**src/rtl/vga_pixel_stream.sv**
```systemverilog
// vga_pixel_stream: VGA timing generator fed by a pixel FIFO, one pop per visible position.
// Ports: clk, rst_n (async active-low); enable runs the timing generator;
// data_in/data_valid/data_ready push {R,G,B} pixels; red/green/blue, hsync, vsync,
// active, frame_start and underrun are registered one clock after the counter position.
// Optional: define VGA_UNDERRUN_CNT_EN to add the saturating 16-bit underrun_cnt output.
module vga_pixel_stream #(
    parameter int CH_BITS    = 4,
    parameter int FIFO_DEPTH = 16,
    parameter int H_ACTIVE   = 640,
    parameter int H_FP       = 16,
    parameter int H_SYNC     = 96,
    parameter int H_BP       = 48,
    parameter int V_ACTIVE   = 480,
    parameter int V_FP       = 10,
    parameter int V_SYNC     = 2,
    parameter int V_BP       = 33,
    parameter bit SYNC_POL   = 1'b0
) (
    input  logic                 clk,
    input  logic                 rst_n,
    input  logic                 enable,
    input  logic [3*CH_BITS-1:0] data_in,
    input  logic                 data_valid,
    output logic                 data_ready,
    output logic [CH_BITS-1:0]   red,
    output logic [CH_BITS-1:0]   green,
    output logic [CH_BITS-1:0]   blue,
    output logic                 hsync,
    output logic                 vsync,
    output logic                 active,
    output logic                 frame_start,
    output logic                 underrun
`ifdef VGA_UNDERRUN_CNT_EN
    ,
    output logic [15:0]          underrun_cnt
`endif
);
    localparam int H_TOTAL = H_ACTIVE + H_FP + H_SYNC + H_BP;
    localparam int V_TOTAL = V_ACTIVE + V_FP + V_SYNC + V_BP;
    localparam int HW = $clog2(H_TOTAL);
    localparam int VW = $clog2(V_TOTAL);
    localparam int AW = $clog2(FIFO_DEPTH);
    localparam int DW = 3 * CH_BITS;
    localparam logic [HW-1:0] H_ACT  = HW'(H_ACTIVE);
    localparam logic [HW-1:0] H_SS   = HW'(H_ACTIVE + H_FP);
    localparam logic [HW-1:0] H_SE   = HW'(H_ACTIVE + H_FP + H_SYNC);
    localparam logic [HW-1:0] H_LAST = HW'(H_TOTAL - 1);
    localparam logic [VW-1:0] V_ACT  = VW'(V_ACTIVE);
    localparam logic [VW-1:0] V_SS   = VW'(V_ACTIVE + V_FP);
    localparam logic [VW-1:0] V_SE   = VW'(V_ACTIVE + V_FP + V_SYNC);
    localparam logic [VW-1:0] V_LAST = VW'(V_TOTAL - 1);

    logic [HW-1:0] h_cnt;
    logic [VW-1:0] v_cnt;
    logic [AW:0]   wr_ptr;
    logic [AW:0]   rd_ptr;
    logic [DW-1:0] mem [FIFO_DEPTH];
    logic          ready_q;
    logic          full;
    logic          empty;
    logic          push;
    logic          vis;
    logic          pop;
    logic          h_on;
    logic          v_on;

    // The extra pointer bit separates full (MSBs differ) from empty (equal).
    always_comb begin
        full       = (wr_ptr[AW] != rd_ptr[AW]) && (wr_ptr[AW-1:0] == rd_ptr[AW-1:0]);
        empty      = wr_ptr == rd_ptr;
        data_ready = ready_q && !full;
        push       = data_valid && data_ready;
        vis        = enable && (h_cnt < H_ACT) && (v_cnt < V_ACT);
        pop        = vis && !empty;
        h_on       = enable && (h_cnt >= H_SS) && (h_cnt < H_SE);
        v_on       = enable && (v_cnt >= V_SS) && (v_cnt < V_SE);
    end

    // ready_q keeps data_ready low until the first clock after reset release.
    always_ff @(posedge clk or negedge rst_n) begin
        if (!rst_n) begin
            h_cnt   <= '0;
            v_cnt   <= '0;
            wr_ptr  <= '0;
            rd_ptr  <= '0;
            ready_q <= 1'b0;
        end else begin
            ready_q <= 1'b1;
            if (push) wr_ptr <= wr_ptr + 1'b1;
            if (pop) rd_ptr <= rd_ptr + 1'b1;
            if (!enable) begin
                h_cnt <= '0;
                v_cnt <= '0;
            end else begin
                h_cnt <= (h_cnt == H_LAST) ? '0 : h_cnt + 1'b1;
                if (h_cnt == H_LAST) v_cnt <= (v_cnt == V_LAST) ? '0 : v_cnt + 1'b1;
            end
        end
    end

    always_ff @(posedge clk) begin
        if (push) mem[wr_ptr[AW-1:0]] <= data_in;
    end

    always_ff @(posedge clk or negedge rst_n) begin
        if (!rst_n) begin
            {red, green, blue} <= '0;
            active             <= 1'b0;
            frame_start        <= 1'b0;
            underrun           <= 1'b0;
            hsync              <= !SYNC_POL;
            vsync              <= !SYNC_POL;
        end else begin
            {red, green, blue} <= pop ? mem[rd_ptr[AW-1:0]] : '0;
            active             <= vis;
            frame_start        <= enable && (h_cnt == '0) && (v_cnt == '0);
            underrun           <= vis && empty;
            hsync              <= h_on ? SYNC_POL : !SYNC_POL;
            vsync              <= v_on ? SYNC_POL : !SYNC_POL;
        end
    end

`ifdef VGA_UNDERRUN_CNT_EN
    always_ff @(posedge clk or negedge rst_n) begin
        if (!rst_n) underrun_cnt <= '0;
        else if (vis && empty && underrun_cnt != 16'hFFFF) underrun_cnt <= underrun_cnt + 1'b1;
    end
`endif
endmodule
```
**config.mk**
```make
export PLATFORM = sky130hd
export DESIGN_NAME = vga_pixel_stream
export DESIGN_NICKNAME = d
export VERILOG_FILES = /design/src/rtl/vga_pixel_stream.sv
export SDC_FILE = /design/constraint.sdc
export NUM_CORES = 1
export LEC_CHECK = 0
export CORE_ASPECT_RATIO = 1.25
export CORE_MARGIN = 3
export CORE_UTILIZATION = 55
export DETAILED_ROUTE_END_ITERATION = 12
export PLACE_DENSITY = 0.76
export SYNTH_ARGS = -nofsm -noshare
export SYNTH_HDL_FRONTEND = slang
export SYNTH_SLANG_ARGS = --single-unit
```
**constraint.sdc**
```tcl
create_clock -name clk -period 3.44 [get_ports clk]
set_input_delay 1.032 -clock clk [delete_from_list [all_inputs] [get_ports clk]]
set_output_delay 1.032 -clock clk [all_outputs]
set_load 0.02 [all_outputs]
```
==> impl_metrics.toml, run 1 <==
[status]
status = "finished clean"

[final_layout]
drive_gt1_share_pct = 20.3
multi_input_area_sq_um = 2580
syn2layout_area_growth_pct = 14.3
stdcell_count = 827
stdcell_area_sq_um = 11100
seq_area_sq_um = 6970
fin_nets = 616
n_antenna_cell = 0
nFillCells = 1144

[grt]
antenna_found_initial = 0
grt_pass1_vias = 5211
grt_use_met3_pct = 3.28
grt_use_total_pct = 20.8
grt_first_pass_wirelength_microns = 30800
use_met2_pct = 34.3
grtUsageMet1_pct = 28.9
grt_max_degree = 52
overflow = 0
top_usage_layer = "met2"

[sta]
fmax_ghz = 0.306
rsz0062_at_grt = "no"
setup_violations = 0
slew_headroom_pct = 28.1
finalCritPeriodShare_pct = 95.0
tightest_slew_ns = 1.07
holdWs_ns = 0.510
hold_viol = 0
fin_crit_ns = 3.27
clock_skew_ns = 0.0106
tns_ns = 0
report.final.slew_viol_count = 0

[cts]
ctsResizeCount = 0
ctsHoldBuffers = 0
cts_made_buffers = 24
cts_tree = "done"
clockBufferDepth = 3
clk_pin_slew_ns = 0.06
root_buffer = "clkbuf_16"
clk_latency_ns = 0.51
cts.sinks = 240
htree_levels = 1
post_cts_buffers = 0

[floorplan]
die_y_microns = 155
fp.dieArea_sq_um = 19300
rows = 53
core-area_sq_um = 17000
die_w_microns = 125
initial_core_util_pct = 57.0
ioPinCount = 34

[logic_synthesis]
synth_cell_types = 53
ys_top_cells_by_count = "edfxtp_1 (192), mux4_2 (48), dfrtp_1 (46)"
syn_area_sq_um = 9710
yosysWarnings = 0
synth-seq-cells = 240
synth_cells = 535
async_flop_share_pct = 20.0
synthFlopType = "edfxtp_1"
synth-seq-area-share_pct = 71.8
synth.top_cell.area_share_pct = 59.4
yosysTopAreaCell = "edfxtp_1"
synth-edff-count = 192
synth.most_common_cell = "edfxtp_1"
syn_avg_cell_area_sq_um = 18.2
synth_area_leaders = "edfxtp_1 (59%), dfrtp_1 (12%), mux4_2 (11%), a211oi_1 (2.1%), mux2i_1 (1.3%)"
synth_nets = 560

[pwr]
clockPowerShare_pct = 29.2
switching_power_uw = 2420
p_seq_share_pct = 43.6
combPwrFrac_pct = 27.2
power_density_nw_per_um2 = 733
power_uw = 8140
p_leak_uw = 0.00385
vdd_drop_max_mv = 0.525
power.internal_uw = 5720
switching_share_pct = 29.7

[setup_path]
worst-setup-path-type = "reg -> out"
critPathSlowestCell = "clkdlybuf4s50_1"
end_kind = "output port"
critical_path_arrival_ns = 2.24
crit_required_ns = 2.41
path_cells = "xor2_1 -> nor4_2 -> a21boi_0 -> clkdlybuf4s50_1"
crit_fanout = 6
reg2regPathDepth = 5
max_stage_delay_ns = 0.59
worst_setup_path_start_kind = "flip-flop"

[routing]
dr.pass1.iters = 4
vias_per_cell = 6.19
initialDrtViolationCount = 452
wl_per_cell_microns = 23.6
vias = 5120
drcViolationCount = 0
ant_nets = 0
drt_wl_total_microns = 19500

[run]
maxCapViolCount = 0

[place]
dp_hpwl_microns = 12300
io_buffers = 33
gp_congestion = 0.834
postPlaceCellArea_sq_um = 10400
dp_cells = 785

[min_path]
hp-class = "reg -> reg"
holdPathStages = 1
worst max-delay path: cells and delay by family, from the launching register on:
kind / cells / cell delay (ns)
xor+xnor: 1 / 0.20
buf+inv: 1 / 0.59
simple gates: 1 / 0.32
compound gates: 1 / 0.16
flops: 1 / 0.46
power by group through the flow:
stage	registers, uW	clock network [uW]	logic, uW
global placement	3580	0	2200
finish	3550	2370	2210
floorplan	3590	0	1510
CTS	3550	2410	2250
global route	3570	2540	2380
detailed placement	3600	0	2230
final cells by class:
class	instances	share of cell area [%]
clock inverters	13	0.721
multi-input cells	256	23.3
clock buffers	29	5.77
repair buffers	57	4.55
inverters	12	0.406
well taps	220	2.48
flip-flops and latches	240	62.8
layer usage:
metal	up-vias	wire, microns
li1	2243	-
met1	2635	7710
met2	200	9760
met3	42	1410
met4	0	664
met5	-	0
cell usage in the layout (no fill, tap or decap), types with 4 or more instances in the layout:
master	n
xnor2_1	8
nand2_1	12
nand4_1	7
edfxtp_1	192
mux2i_1	13
clkbuf_16	25
ha_1	9
clkbuf_1	4
o21ai_0	5
inv_1	12
xor2_1	12
nor2b_1	17
clkinvlp_4	5
clkinv_2	6
mux4_2	48
clkdlybuf4s50_1	32
a21oi_1	5
nand3_1	11
and3_1	16
buf_4	24
a211oi_1	27
or3_1	4
dfrtp_1	44
nor2_1	10
and2_1	9
state kept, by name, indices dropped and copies added (netlist names), 4 cells and up:
signal and count:
rd_ptr 5, red 4, h_cnt 10, blue 4, wr_ptr 5, green 4
v_cnt 10, mem 192
kinds of logic (layout without fill, tap and decap cells):
| logic type | count (synthesis) | in the layout | share of synthesized area, % |
|---|---|---|---|
| DFF | 240 | 240 | 71.8 |
| adders and majority gates | 9 | 9 | 1.16 |
| AOI/OAI and AO/OA | 58 | 58 | 4.43 |
| other | 1 | 1 | 0.0386 |
| muxes | 63 | 63 | 12.7 |
| xor gates and xnor gates | 20 | 20 | 1.80 |
| and+or+nand+nor | 105 | 105 | 6.39 |
| buffers and inverters | 39 | 111 | 1.70 |
metrics by stage:
step / util, % / setup slack, ns
6_report: 65.1 / 0.171
5_1_grt: 65.1 / 0.0463
4_1_cts: 65.1 / 0.154
3_5_place_dp: 60.9 / 0.456
3_3_place_gp: 60.9 / 0.523
2_1_floorplan: - / 0.231
final timing paths:
check                                 startpoint              endpoint  slack (ns)
max                        wr_ptr[1]$_DFFE_PN0P_            data_ready        0.17
min                           h_cnt[0]$_DFF_PN0_    h_cnt[0]$_DFF_PN0_        0.51
max reg2reg                rd_ptr[0]$_DFFE_PN0P_      red[3]$_DFF_PN0_        0.84
min reg2reg                   h_cnt[0]$_DFF_PN0_    h_cnt[0]$_DFF_PN0_        0.51
max in group asynchronous                  rst_n       hsync$_DFF_PN1_        2.13
min in group asynchronous                  rst_n  v_cnt[8]$_DFFE_PN0P_        0.60
Note: power is estimated with default switching activity, not from simulation.
==> inputs of run 2 (changes only) <==
- SKIP_LAST_GASP: default -> 1
==> results of run 2 <==
Same layout as run 1: the final DEF is identical, and so are final timing and power.
